File: config.mk
export PLATFORM = sky130hd
export DESIGN_NAME = fetch_unit
export DESIGN_NICKNAME = d
export VERILOG_FILES = /design/src/rtl/fetch_unit.sv
export SDC_FILE = /design/constraint.sdc
export NUM_CORES = 1
export LEC_CHECK = 0
export CAP_MARGIN = 25
export CORE_ASPECT_RATIO = 0.6
export CORE_MARGIN = 4
export CORE_UTILIZATION = 45
export DETAILED_ROUTE_END_ITERATION = 7
export PLACE_DENSITY = 0.67
export SETUP_SLACK_MARGIN = 0.4
export SKIP_LAST_GASP = 1
export SLEW_MARGIN = 5
export SYNTH_ARGS = -nofsm -noshare
export SYNTH_HDL_FRONTEND = slang
export SYNTH_SLANG_ARGS = --single-unit
File: constraint.sdc
create_clock -name clk -period 4.2 [get_ports clk]
set_input_delay 0.84 -clock clk [delete_from_list [all_inputs] [get_ports clk]]
set_output_delay 0.84 -clock clk [all_outputs]
set_load 0.05 [all_outputs]
File: src/rtl/fetch_unit.sv
// Instruction fetch front-end: PC, sequential issue to a 1-cycle synchronous imem,
// 3-entry {instr, pc} queue with valid/ready output, redirect flush and enable gating.
module fetch_unit #(
    parameter int unsigned       ADDR_W   = 8,
    parameter int unsigned       INSTR_W  = 16,
    parameter logic [ADDR_W-1:0] RESET_PC = '0
) (
    input  logic               clk,
    input  logic               reset,
    input  logic               enable,
    output logic               imem_en,
    output logic [ADDR_W-1:0]  imem_addr,
    input  logic [INSTR_W-1:0] imem_rdata,
    input  logic               redirect_valid,
    input  logic [ADDR_W-1:0]  redirect_pc,
    output logic               out_valid,
    input  logic               out_ready,
    output logic [INSTR_W-1:0] out_instr,
    output logic [ADDR_W-1:0]  out_pc
);

    localparam int unsigned DEPTH = 3;

    logic [ADDR_W-1:0]  r_pc;
    logic               r_inflight;
    logic [ADDR_W-1:0]  r_inflight_pc;
    logic [INSTR_W-1:0] r_q_instr [DEPTH];
    logic [ADDR_W-1:0]  r_q_pc    [DEPTH];
    logic [1:0]         r_rd_ptr;
    logic [1:0]         r_wr_ptr;
    logic [1:0]         r_count;

    logic [2:0] w_used;
    logic       w_issue;
    logic       w_push;
    logic       w_pop;

    function automatic logic [1:0] f_next_ptr(input logic [1:0] p);
        return (p == 2'd2) ? 2'd0 : p + 2'd1;
    endfunction

    // Queued entries plus the outstanding read act as credits, so a push never finds the queue full.
    assign w_used  = {1'b0, r_count} + {2'b00, r_inflight};
    assign w_issue = ~reset & enable & ~redirect_valid & (w_used < 3'd3);
    assign w_push  = r_inflight & ~redirect_valid;
    assign w_pop   = (r_count != 2'd0) & out_ready;

    assign imem_en   = w_issue;
    assign imem_addr = r_pc;
    assign out_valid = (r_count != 2'd0);
    assign out_instr = r_q_instr[r_rd_ptr];
    assign out_pc    = r_q_pc[r_rd_ptr];

    always_ff @(posedge clk) begin
        if (reset) begin
            r_pc          <= RESET_PC;
            r_inflight    <= 1'b0;
            r_inflight_pc <= '0;
            r_rd_ptr      <= '0;
            r_wr_ptr      <= '0;
            r_count       <= '0;
            for (int unsigned i = 0; i < DEPTH; i++) begin
                r_q_instr[i] <= '0;
                r_q_pc[i]    <= '0;
            end
        end else begin
            r_inflight <= w_issue;
            if (w_issue) begin
                r_inflight_pc <= r_pc;
            end
            if (redirect_valid) begin
                r_pc     <= redirect_pc;
                r_rd_ptr <= '0;
                r_wr_ptr <= '0;
                r_count  <= '0;
            end else begin
                if (w_issue) begin
                    r_pc <= r_pc + ADDR_W'(1);
                end
                if (w_push) begin
                    r_q_instr[r_wr_ptr] <= imem_rdata;
                    r_q_pc[r_wr_ptr]    <= r_inflight_pc;
                    r_wr_ptr            <= f_next_ptr(r_wr_ptr);
                end
                if (w_pop) begin
                    r_rd_ptr <= f_next_ptr(r_rd_ptr);
                end
                case ({w_push, w_pop})
                    2'b10:   r_count <= r_count + 2'd1;
                    2'b01:   r_count <= r_count - 2'd1;
                    default: r_count <= r_count;
                endcase
            end
        end
    end

endmodule

Word level (Yosys, flattened, before mapping)
Memory sizes are Yosys's and may differ from the RTL's. A register that Yosys moved wholly into a read port is not among the register bits.
Cells that the tools add are included.
W data, S select, Z words.
{"block": "word_totals", "in_bits": 29, "out_inout_bits": 34, "word_cells": 53, "ramBits": 72, "ff_bits": 23, "mem_count": 2}
{"block": "classes", "n_lt_le_gt_ge": 1, "n_reduce_logical": 6, "n_bitwise": 7, "n_addsub": 6, "eq_ne": 4, "n_mux": 21}
{"name": "r_q_instr", "words": 3, "width": 16, "read_ports": 1, "rd_ports_with_merged_regs": 1, "wr": 3, "line_no": "27", "rtl": "logic [INSTR_W-1:0] r_q_instr [DEPTH];"}
{"name": "r_q_pc", "words": 3, "width": 8, "read_ports": 1, "rd_ports_with_merged_regs": 1, "wr": 3, "line_no": "28", "rtl": "logic [ADDR_W-1:0] r_q_pc [DEPTH];"}
{"operator": "$mux W8", "count": 3}
{"operator": "$mux W16", "count": 1}
{"operator": "$mux W2", "count": 8}
{"operator": "$reduce_or A16 Y1", "count": 1}
{"operator": "$add A8 B1 Y8 const B", "count": 1}
{"operator": "$mux W1", "count": 8}
{"operator": "$reduce_or A8 Y1", "count": 1}
{"operator": "$add A2 B1 Y2 const B", "count": 3}
{"operator": "$eq A2 B2 Y1 const B", "count": 3}
{"operator": "$reduce_bool A2 Y1", "count": 3}
{"operator": "$and A1 B1 Y1", "count": 5}
{"operator": "$pmux W2 S2", "count": 1}
{"operator": "$add A2 B1 Y3", "count": 1}
{"operator": "$lt A3 B2 Y1 const B", "count": 1}
{"operator": "$eq A2 B1 Y1 const B", "count": 1}
{"operator": "$not A1 Y1", "count": 2}
{"operator": "$reduce_or A2 Y1", "count": 1}
{"operator": "$sub A2 B1 Y2 const B", "count": 1}

Logic depth before layout (Yosys ltp)
{"block": "depth", "depth_word": 8, "depth_mapped": 9, "mapped_depth_nobuf": 7}

Least setup slack after synthesis
Ideal clock, no wire load.
{"block": "synth_path", "kind": "input-to-reg", "startpoint": "input reset", "endpoint": "memory r_q_instr[3][0], enable pin", "setup_time_ns": 0.440, "arrival_time_ns": 2.866, "path_stages": 2, "slack_ns": 0.894, "n_path_buf": 1, "cell_sequence": "clkbuf_1 nor3b_1"}
{"element": "start, declared", "line_no": "9", "rtl": "input logic reset,"}
{"element": "end, declared", "line_no": "27"}

==> results.md <==
- Slew Limit Fails: 0
- Reg2reg setup slack: just over 2000 ps
- Syn Area/Cell: approximately 15 um2
- Clock network power share: 0.444
- Starting Density: 0.470
- Setup crit end: out_pc[4]
- Status: finished, final reports clean
- Synth Area in Compound Gates: 0.0289
- Grt peak-use layer: met1
- Top-count cell post-synth: edfxtp_1
- Clk root buf: clkbuf_16
- CTS tree: built
- Worst Reg2Reg Path Length in Cells: 6
- TritonCTS sink count: 121
- Top Ports: 63
- Reg2reg start: r_count[0]
- Clock slew at reported path FFs: 50 ps
- Net Count, Synth: 375
- Post-synthesis adder-cell area fraction: 0.00987
- Main synth FF type: edfxtp_1
- H-tree levels: 4
- FMAX: 291 MHz
- RePlAce Congestion: ~0.72
- Post-synth top area cell: edfxtp_1
- Post-CTS setup buffers: 0
- Final nets: ~450
- Clock buffer depth: 2
- CP max stage cell: clkdlybuf4s50_1
- Crit path capture type: primary output
- Switch Pwr: between 500 and 600 uW
- EDFF count, synth: 96
- # diodes: 0
- Dpl hpwl: between 6000 and 7000 um
- Synth cell count leaders: edfxtp_1, and2_1, dfxtp_1
- Setup Crit Path Kind: flip-flop to primary output
- Gate Count Post-Synth: 342
- Synth Area in XOR/XNOR: 0.0138
- Final Cycle Share: 0.818
- TritonCTS Buffers: 17
- Die X: about 150 um
- Gr usage total: 0.164
- R2r endpoint: imem_addr[7]
- Comb power frac: 0.073
- P_leak: 0.00224 uW
- Worst Skew: 7.66 ps
- DRT Pass-1 Iters: 4
- Area contributors post-synth: edfxtp_1, mux4_2, dfxtp_1
- Synthesis-to-layout area growth: 25.8%
- Post-synth top area share: 0.569
- Largest net degree at the start of global routing: 26
- Max Cap Viol: 0
- Post-Synth Simple-Gate Area: 0.154
- Site row count: 29
- Power Internal: between 2000 and 2500 uW
- Tmin final: 3440 ps
- RSZ-0062 raised after global routing: no
- Sequential share of power: 0.483
- Area of the multi-input gates: around 1600 um2
- # setup viols final: 0
- Register area share after synthesis: 0.667
- Met2 track demand over resource: 0.234
- CP Max Fanout: 13
- Final core utilization: 0.592
- Yosys warns: 0
- Met3 Use GR: 0.0518
- Core area: around 11000 um2
- Vias after detailed routing: just under 3k
- Area of the die: roughly 13000 um2
- Via density: about 5.2
- Met1 Use GR: 0.236
- Switching Fraction: 0.214
- Initial antenna violation count: 0
- CP max stage delay: between 700 and 800 ps
- Clock Latency Late Sink: ~400 ps
- Routed wire length: between 10000 and 15000 um
- Global-route wire length before repair: roughly 16000 um
- CP Launch Type: flip-flop
- VDD IR-drop max: roughly 0.34 mV
- Min-Delay Startpoint: r_inflight_pc[4]
- Final setup TNS: 0 ps
- #FFs+latches synth: 121
- Cell Area, Synth: between 5000 and 6000 um2
- Share of post-route cells with drive strength above 1: 0.150
- Fillers: approximately 840
- Number of global-route vias before repair: ~3.0k
- DRT antenna net count: 0
- Pwr dens: between 400 and 500 nW/um2
- Post-cts sizing count: 0
- Hold buffer count at cts: 0
- Crit-path cells: buf_4, mux4_2, clkdlybuf4s50_1
- Hold Crit Class: flip-flop to flip-flop
- Multiplexer share of the synthesized area: 0.107
- Worst-Margin Slew: slightly below 700 ps
- Register area: 3380 um2
- Worst path required time: 3360 ps
- Largest family of logic cells by synthesized area: simple AND/OR/NAND/NOR gates
- Yosys cell types: 33
- Buffers on Ports: a little over 60
- Crit path DAT: ~2600 ps
- Final hold violation count: 0
- Post-synthesis async set-or-reset flop share: 0
- Post-DR wirelength/cell: 18.2 um
- Die H: approximately 90 um
- Relative slew slack: 0.543
- 1st-iter DRT viols: ~190
- Grt total ovfl: 0
- DRC: 0
-- stage by stage --
step	power [uW]	cells	setup slack, ps	hold slack (ps)	area (um2)
2_1_floorplan	1480	342	894	449	5070
3_3_place_gp	1570	532	821	481	5880
3_5_place_dp	1570	532	789	477	5880
4_1_cts	2820	560	694	489	6380
5_1_grt	2890	560	598	525	6380
6_report	2790	560	763	493	6380
-- routing by layer --
layer  share of wire  vias up
met2            0.44       83
met5               0        -
met3           0.068       11
met1            0.48     1406
met4           0.010        0
li1                -     1398
-- sequential cells by signal, summed over array words and instances, names as in the netlist, named ones only --
name	flops
r_wr_ptr	2
r_count	2
r_inflight	1
imem_addr	8
r_q_pc	32
r_q_instr	64
r_inflight_pc	8
r_rd_ptr	2
-- worst max-delay path, delay by kind of cell (launching register included) --
| family | cells | cell delay [ps] |
|---|---|---|
| buf+inv | 2 | 1000 |
| flops | 1 | 630 |
| mux | 1 | 550 |
-- worst min-delay path by stage --
stage,endpoint,slack (ps),cells past startpoint
global placement,r_q_pc[3][7],480,0
finish,r_q_pc[3][4],490,0
floorplan,r_q_pc[3][0],450,0
detailed placement,r_q_pc[3][4],480,0
global route,r_q_pc[3][5],520,0
CTS,r_q_pc[3][4],490,0
-- cells by family after synthesis --
logic type                 after synthesis
and+or+nand+nor                        137
DFF                                    121
AOI/OAI and AO/OA                       25
muxes                                   24
buffers and inverters                   23
xor gates and xnor gates                 8
adders and majority gates                4
-- power by group through the flow --
| stage | clock (uW) | combinational, uW | sequential [uW] |
|---|---|---|---|
| 5_1_grt | 1330 | 215 | 1350 |
| 3_3_place_gp | 0 | 203 | 1370 |
| 4_1_cts | 1260 | 205 | 1350 |
| 3_5_place_dp | 0 | 204 | 1370 |
| 2_1_floorplan | 0 | 102 | 1380 |
| 6_report | 1240 | 203 | 1350 |
-- placed cells by master (no fill, tap or decap), types with 2 or more instances in the layout --
cell type        count
nand2b_1             2
clkinv_1             5
o21ai_0              4
inv_1                3
nor3_1               4
and2_1              73
edfxtp_1            96
mux4_2              24
a211oi_1             5
ha_1                 4
xor2_1               3
clkbuf_1             3
a21oi_1             13
clkdlybuf4s50_1     61
xnor2_1              5
nor4b_4              2
or3_1                4
a311oi_1             2
nand2_1             21
nor2_1              14
clkinv_2             3
dfxtp_1             24
buf_4                8
nand3_1              4
or2_2                4
clkbuf_16           17
-- cell type report --
cell class | instances | share of cell area
repair buffers | 70 | 0.108
well taps | 139 | 0.0273
multi-input cells | 198 | 0.254
inverters | 4 | 0.00255
flip-flops and latches | 121 | 0.530
clock buffers | 20 | 0.0684
clock inverters | 8 | 0.00922
(Power assumes the default switching activity.)
